File: config.mk
export PLATFORM = sky130hd
export DESIGN_NAME = lane_latch_loader
export DESIGN_NICKNAME = d
export VERILOG_FILES = /design/src/rtl/lane_latch_loader.sv
export SDC_FILE = /design/constraint.sdc
export NUM_CORES = 1
export LEC_CHECK = 0
export ABC_AREA = 1
export CORE_AREA = 2 2 69 64
export DETAILED_ROUTE_END_ITERATION = 7
export DIE_AREA = 0 0 71 66
export GPL_TIMING_DRIVEN = 0
export PLACE_DENSITY = 0.75
export SYNTH_ARGS = -nofsm -noshare
export SYNTH_HDL_FRONTEND = slang
export SYNTH_SLANG_ARGS = --single-unit
File: constraint.sdc
create_clock -name i_clk -period 1.4 [get_ports i_clk]
set_input_delay 0.28 -clock i_clk [delete_from_list [all_inputs] [get_ports i_clk]]
set_output_delay 0.28 -clock i_clk [all_outputs]
set_load 0.05 [all_outputs]
File: src/rtl/lane_latch_loader.sv
// Serial-to-parallel loader for the per-lane latch array: collects M bits, then
// drives lane data/enables through a setup -> transparent -> hold sequence.
module lane_latch_loader #(
  parameter int M           = 8,
  parameter int HOLD_CYCLES = 2
) (
  input  logic         i_clk,
  input  logic         i_arst,
  input  logic         i_valid,
  input  logic         i_bit,
  input  logic [M-1:0] i_lane_mask,
  output logic         o_ready,
  output logic [M-1:0] o_a,
  output logic [M-1:0] o_en,
  output logic         o_done,
  output logic         o_busy
);

  localparam int CW = $clog2(M);
  localparam int HW = (HOLD_CYCLES > 1) ? $clog2(HOLD_CYCLES) : 1;
  localparam logic [CW-1:0] LAST_CNT  = CW'(M - 1);
  localparam logic [HW-1:0] HOLD_INIT = HW'(HOLD_CYCLES - 1);

  typedef enum logic [2:0] {
    IDLE    = 3'd0,
    COLLECT = 3'd1,
    SETUP   = 3'd2,
    OPEN    = 3'd3,
    CLOSE   = 3'd4
  } state_t;

  state_t        state_r, state_s;
  logic [M-1:0]  sh_r, sh_s;
  logic [M-1:0]  mask_r, mask_s;
  logic [M-1:0]  a_r, a_s;
  logic [M-1:0]  en_r, en_s;
  logic [CW-1:0] cnt_r, cnt_s;
  logic [HW-1:0] hold_r, hold_s;
  logic          ready_r, ready_s;
  logic          done_r, done_s;
  logic          busy_r, busy_s;
  logic          hs_s;

  // Next-state logic; every output register is computed from the next state so
  // that it is valid in the same cycle as the state it describes.
  always_comb begin
    state_s = state_r;
    sh_s    = sh_r;
    mask_s  = mask_r;
    a_s     = a_r;
    cnt_s   = cnt_r;
    hold_s  = hold_r;
    hs_s    = i_valid & ready_r;

    case (state_r)
      IDLE: begin
        state_s = COLLECT;
      end
      COLLECT: begin
        if (hs_s) begin
          sh_s[cnt_r] = i_bit;
          if (cnt_r == LAST_CNT) begin
            // The final bit bypasses the shift register so o_a is complete in SETUP.
            a_s        = sh_r;
            a_s[M-1]   = i_bit;
            mask_s     = i_lane_mask;
            cnt_s      = '0;
            state_s    = SETUP;
          end else begin
            cnt_s = cnt_r + CW'(1);
          end
        end else begin
          state_s = COLLECT;
        end
      end
      SETUP: begin
        hold_s  = HOLD_INIT;
        state_s = OPEN;
      end
      OPEN: begin
        if (hold_r == '0) begin
          state_s = CLOSE;
        end else begin
          hold_s = hold_r - HW'(1);
        end
      end
      CLOSE: begin
        state_s = COLLECT;
      end
      default: begin
        state_s = IDLE;
      end
    endcase

    ready_s = (state_s == COLLECT);
    busy_s  = (state_s != COLLECT);
    done_s  = (state_s == CLOSE);
    if (state_s == OPEN) begin
      en_s = mask_s;
    end else begin
      en_s = '0;
    end
  end

  // State and output registers; the async clear drops the enables immediately.
  always_ff @(posedge i_clk or posedge i_arst) begin
    if (i_arst) begin
      state_r <= IDLE;
      sh_r    <= '0;
      mask_r  <= '0;
      a_r     <= '0;
      en_r    <= '0;
      cnt_r   <= '0;
      hold_r  <= '0;
      ready_r <= 1'b0;
      done_r  <= 1'b0;
      busy_r  <= 1'b1;
    end else begin
      state_r <= state_s;
      sh_r    <= sh_s;
      mask_r  <= mask_s;
      a_r     <= a_s;
      en_r    <= en_s;
      cnt_r   <= cnt_s;
      hold_r  <= hold_s;
      ready_r <= ready_s;
      done_r  <= done_s;
      busy_r  <= busy_s;
    end
  end

  assign o_ready = ready_r;
  assign o_a     = a_r;
  assign o_en    = en_r;
  assign o_done  = done_r;
  assign o_busy  = busy_r;

endmodule
==> impl_metrics.yaml, run 1 <==
status:
  outcome: "finished, violations left"
  violations: "setup timing"
final_layout:
  drive_gt1_share_pct: 26.2
  mostFrequentLayoutCell: "nand2_1"
  diodes: 0
  final_nets: 261
  final_cells: 296
  syn_to_final_growth_pct: 35.7
  postLayoutCoreUtil_pct: 59.7
  mostFrequentLayoutCells: "65 x nand2_1, 38 x dfrtp_1, 30 x inv_1"
global_routing:
  grt_usage_pct: 15.5
  overflow: 0
  antenna_found_initial: 0
  grt_pass1_wl_um: 5510
  grt_start_max_net_pins: 42
  first_global_vias: 1298
drt:
  wl_per_cell_um: 11.1
  viasPerCell: 4.71
  postRouteAntennaNets: 0
  wl_um: 3290
  first_pass_iters: 4
  num_vias: 1393
  drtIter0Drc: 55
  drc_errors: 0
cts:
  clockBufferDepth: 2
  cts_tree: "yes"
  hold_buffers: 0
  clk_latency_ns: 0.29
  htree_levels: 2
  clk_pin_slew_worst_paths_ns: 0.08
  cts_buffers: 5
  clock_sinks: 41
  cts-root-buf: "clkbuf_8"
timing:
  fin_worst_skew_ns: 0.00564
  fmax_mhz: 712
  hold-worst-slack_ns: 0.348
  rsz0062_at_grt: "yes"
  fin_crit_sh_pct: 100
  fin_ws_ns: -0.00384
  slew_headroom_pct: 45.0
  setup_violations: 1
  layout_min_cycle_time_ns: 1.40
  hold_viol_final: 0
  slew_violations: 0
  worst-slew-pin-transition_ns: 0.824
place:
  routabilityCongestion: 0.789
  dp_hpwl_um: 2150
  dp_cells: 284
  portBuffers: 29
  place_ws_ns: -0.293
synthesis:
  yosys.area.top_type: "dfrtp_1"
  yosys_warnings: 0
  yosysSeqAreaShare_pct: 58.5
  synth_top_area_share_pct: 57.0
  synth.net_count: 221
  synth_area_leaders: "dfrtp_1 57%, nand2_1 15%, inv_1 6.8%"
  synthDistinctLibCells: 19
  postSynthCellCount: 207
  mappedNetlistArea_um2: 1760
  synth_edf_count: 0
  synthFlopType: "dfrtp_1"
  avgSynthCellArea_um2: 8.48
  synthArstFlopShare_pct: 100
  ys_seq_elements: 41
pwr:
  leakage_nw: 1.26
  p_total_mw: 4.66
  p_per_area_nw_per_um2: 1950
  peakVddDrop_v: 0.00121
floorplan:
  io_pins: 31
  rows: 22
  fp.coreArea_um2: 3990
  dieArea_um2: 4690
  initial_core_util_pct: 44.0
  die_w_um: 71
  die_height_um: 66
setup_path:
  startpoint_type: "register"
  cp_num_buf_inv: 2
  path_delay_family: "flip-flops"
  cp.required_ns: 1.58
  end_kind: "register"
  worstPathArrival_ns: 1.58
  cpPeakStageDelay_ns: 0.40
  worstPathMaxFanout: 8
  crit_top_cell: "nand2_4"
  worstPathCellList: "ha_2 > ha_4 > nand3_4 > inv_6 > nand2_8 > buf_8 > nand2_4 > nand2_4 > nor2_2"
  cp_slowest_cell: "dfrtp_1"
  critPathKind: "register to register"
hold_path:
  min-delay-path-class: "input pin to register"
run:
  maxCapViolCount: 0
[sequential cells by signal, indices dropped and copies added, names as in the netlist]
signal   cells
o_en         8
state_r      3
o_ready      1
o_busy       1
mask_r       8
cnt_r        3
o_done       1
hold_r       1
o_a          8
sh_r         7
[layout make-up]
cell class	instances	area (µm²)
multi-input combinational	126	667
sequential	41	1030
tap	48	60.1
clock inverter	1	30.0
buffer	4	33.8
inverter	36	140
timing repair buffer	33	335
clock buffer	7	86.3
fill	361	1610
[cell families after synthesis]
kind of cell | Yosys count | synth area share (%)
compound gates | 5 | 1.42
fa+ha+maj | 2 | 1.43
buf+inv | 40 | 9.12
flops | 41 | 58.5
simple gates | 119 | 29.5
[power by group]
group          switching (mW)  internal [mW]  total [mW]
sequential              0.215           1.58        1.79
clock                   0.392          0.581       0.973
combinational            1.26          0.625        1.89
total                    1.87           2.79        4.66
[cells in the mapped netlist (2+ instances only)]
library cell	n
nand2_1	70
dfrtp_1	40
inv_1	32
nand3_1	19
nor2_1	18
nand2_2	6
inv_2	4
nor2_2	3
o21ai_1	3
buf_2	2
ha_1	2
[per-stage QoR]
stage / instance area, µm² / TNS (ns)
finish: 2380 / -0.00384
global route: 2380 / -1.20
CTS: 2330 / -0.0266
detailed placement: 2130 / -3.68
global placement: 2130 / -29.36
floorplan: 1780 / -0.00397
[metal layers]
layer | vias to the layer above | wire (µm) | GRT usage, %
li1 | 695 | - | -
met1 | 664 | 1480 | 17.9
met2 | 29 | 1620 | 26.9
met3 | 5 | 126 | 3.81
met4 | 0 | 52 | 7.55
met5 | - | 0 | 0
[what timing repair did]
action | 4_1_cts | 5_1_grt
endpoints found under the setup margin | 40 | 41
gates cloned | 0 | 1
pin swaps | 1 | 9
resized for setup | 56 | 29
buffers inserted | 3 | 0
[worst register-to-register path, stage by stage, from the launching register on]
cell and delay, ns:
dfrtp_1 0.40, ha_2 0.20, ha_4 0.17, nand3_4 0.11
inv_6 0.06, nand2_8 0.09, buf_8 0.13, nand2_4 0.05
nand2_4 0.06, nor2_2 0.03
[final timing paths]
check | end | startpoint | slack [ns] | depth (start not counted)
max | o_en[5] | cnt_r[0] | -0.004 | 9
min | o_a[7] | i_bit | 0.35 | 3
max reg2reg | o_en[5] | cnt_r[0] | -0.004 | 9
min reg2reg | sh_r[3] | sh_r[3] | 0.47 | 2
max in group asynchronous | o_ready | i_arst | 0.36 | 2
min in group asynchronous | o_en[2] | i_arst | 0.47 | 2
Note: power is estimated with default switching activity, not from simulation.
==> run 2: changes to the inputs <==
- ABC_AREA: 1 -> default
- CORE_AREA: 2 2 69 64 -> 2 2 67 63
- DIE_AREA: 0 0 71 66 -> 0 0 69 65
- TNS_END_PERCENT: default -> 100
==> run 2 against run 1 <==
The flow still finishes with violations (setup timing). Worst hold slack better by 0.13 ns. Cell area up 1.2%. First-iteration DRC count down 45%. Cell count down 29%. Largest power group unchanged.
==> impl_metrics.yaml, run 2 <==
pwr:
  switching_power_mw: 1.88
  power_frac_clock_pct: 18.3
  intPower_mw: 3.41
  leakage_nw: 1.08
  seqPwrFrac_pct: 36.9
  p_per_area_nw_per_um2: 2190
  p_total_mw: 5.29
  sw_frac_of_total_pct: 35.5
  comb_power_share_pct: 44.8
  peakVddDrop_v: 0.000879
synthesis:
  synth_mux_area_share_pct: 19.6
  yosys_warnings: 0
  mappedNetlistArea_um2: 1670
  synth_edf_count: 0
  synthDistinctLibCells: 29
  synth_area_leaders: "dfrtp_1 60%, mux2_2 10%, mux2_4 8.1%"
  postSynthCellCount: 112
  yosysSeqAreaShare_pct: 61.6
  ys_seq_elements: 41
  synth_top_area_share_pct: 60.0
  yosys.area_share.adder_pct: 1.50
  synth.net_count: 126
  synth_most_common_cell: "dfrtp_1"
  synth-simple-area-share_pct: 13.4
  yosys-top-cells-count: "40 x dfrtp_1, 15 x mux2_2, 9 x mux2_4"
  synth_top_family_by_area: "multiplexers"
  synth_xor_area_share_pct: 0
  synthFlopType: "dfrtp_1"
  synthArstFlopShare_pct: 100
  synth_compound_area_share_pct: 1.88
  yosys.area.top_type: "dfrtp_1"
  avgSynthCellArea_um2: 14.9
timing:
  layout_min_cycle_time_ns: 1.69
  setup_violations: 27
  slew_violations: 0
  fin_worst_skew_ns: 0.00587
  hold-worst-slack_ns: 0.475
  slew_headroom_pct: 44.7
  rsz0062_at_grt: "yes"
  worst-slew-pin-transition_ns: 0.829
  hold_viol_final: 0
  fin_crit_sh_pct: 121
  fmax_mhz: 591
  fin_ws_ns: -0.293
floorplan:
  dieArea_um2: 4490
  io_pins: 31
  die_w_um: 69
  rows: 22
  fp.coreArea_um2: 3850
  initial_core_util_pct: 43.3
  die_height_um: 65
global_routing:
  antenna_found_initial: 0
  grt_pass1_wl_um: 5660
  overflow: 0
  grt_start_max_net_pins: 42
  first_global_vias: 1112
  grt_usage_pct: 16.8
cts:
  clk_pin_slew_worst_paths_ns: 0.08
  htree_levels: 2
  clockBufferDepth: 2
  cts_tree: "yes"
  hold_buffers: 0
  cts-root-buf: "clkbuf_8"
  clock_sinks: 41
  clk_latency_ns: 0.29
  cts_buffers: 5
place:
  routabilityCongestion: 0.704
  place_area_um2: 2080
  portBuffers: 30
  dp_hpwl_um: 2020
final_layout:
  mostFrequentLayoutCells: "36 x dfrtp_1, 22 x mux2_4, 13 x clkdlybuf4s15_2"
  drive_gt1_share_pct: 53.4
  final_area_um2: 2410
  diodes: 0
  postLayoutCoreUtil_pct: 62.5
  syn_to_final_growth_pct: 44.5
  final_nets: 176
  mostFrequentLayoutCell: "dfrtp_1"
setup_path:
  worstPathCellList: "or4b_4 > buf_4 > nor2_4 > mux2_4"
  startpoint_type: "register"
  cpPeakStageDelay_ns: 0.60
  cp.required_ns: 1.57
  worstPathMaxFanout: 4
  ff2ff_setup_slack_ns: -0.29
  cp_slowest_cell: "or4b_4"
  worstPathArrival_ns: 1.86
  end_kind: "register"
  path_delay_family: "simple AND/OR/NAND/NOR gates"
  cp_num_buf_inv: 1
  critPathKind: "register to register"
drt:
  first_pass_iters: 2
  drtIter0Drc: 30
  viasPerCell: 5.00
  drc_errors: 0
  wl_um: 3520
  postRouteAntennaNets: 0
  num_vias: 1055
  wl_per_cell_um: 16.7
run:
  maxCapViolCount: 0
status:
  outcome: "finished, violations left"
  violations: "setup timing"
hold_path:
  min-delay-path-class: "input pin to asynchronous set/reset pin"
[run 2: final cells by class]
cell class | instances | area, µm²
Clock buffer | 7 | 86.3
Multi-Input combinational cell | 67 | 767
Clock inverter | 1 | 30.0
Tap cell | 48 | 60.1
Inverter | 3 | 11.3
Buffer | 1 | 11.3
Timing Repair Buffer | 43 | 412
Fill cell | 276 | 1440
Sequential cell | 41 | 1030
[run 2: stage by stage]
stage	TNS (ns)	setup slack, ns	std cells
floorplan	-3.32	-0.196	112
global placement	-31.84	-0.655	190
detailed placement	-10.93	-0.441	190
CTS	-4.91	-0.269	208
global route	-6.98	-0.345	211
finish	-5.87	-0.293	211
[run 2: cell families (layout without fill, tap and decap cells)]
group	count (synthesis)	after routing
compound gates	5	6
fa+ha+maj	2	2
buf+inv	5	55
flops	41	41
mux	26	26
simple gates	33	33
[run 2: worst reg2reg max path, cell delays in order (launching register included)]
cell	delay (ns)
dfrtp_1	0.43
or4b_4	0.60
buf_4	0.17
nor2_4	0.08
mux2_4	0.30
[run 2: repair_timing]
action,CTS,global route
cloned,1,1
buffers inserted,9,4
setup endpoints to repair,54,41
gates resized for setup,75,18
pin swaps,5,3
[run 2: routing by layer]
metal / GRT usage [%] / part of all wire, % / wire length (µm)
met5: 0 / 0 / 0
met4: 8.09 / 1.5 / 53
met3: 4.67 / 1.6 / 57
met2: 29.0 / 55 / 1930
met1: 19.6 / 42 / 1470
[run 2: worst paths after layout]
check	from	end	cells past startpoint
worst max-delay path	state_r[2]	sh_r[4]	4
worst min-delay path	i_arst	o_en[4]	2
worst max register to register	state_r[2]	sh_r[4]	4
worst min register to register	mask_r[4]	o_en[4]	1
max in group asynchronous	i_arst	cnt_r[2]	2
min in group i_clk	mask_r[4]	o_en[4]	1
[run 2: power by group through the flow]
stage	logic [mW]	registers, mW	clock network, mW
final	2.37	1.95	0.967
after global routing	2.51	2.01	1.05
after CTS	2.18	1.94	0.985
after detailed placement	1.89	1.96	0
after global placement	1.82	1.91	0
after floorplan	0.974	2.34	0
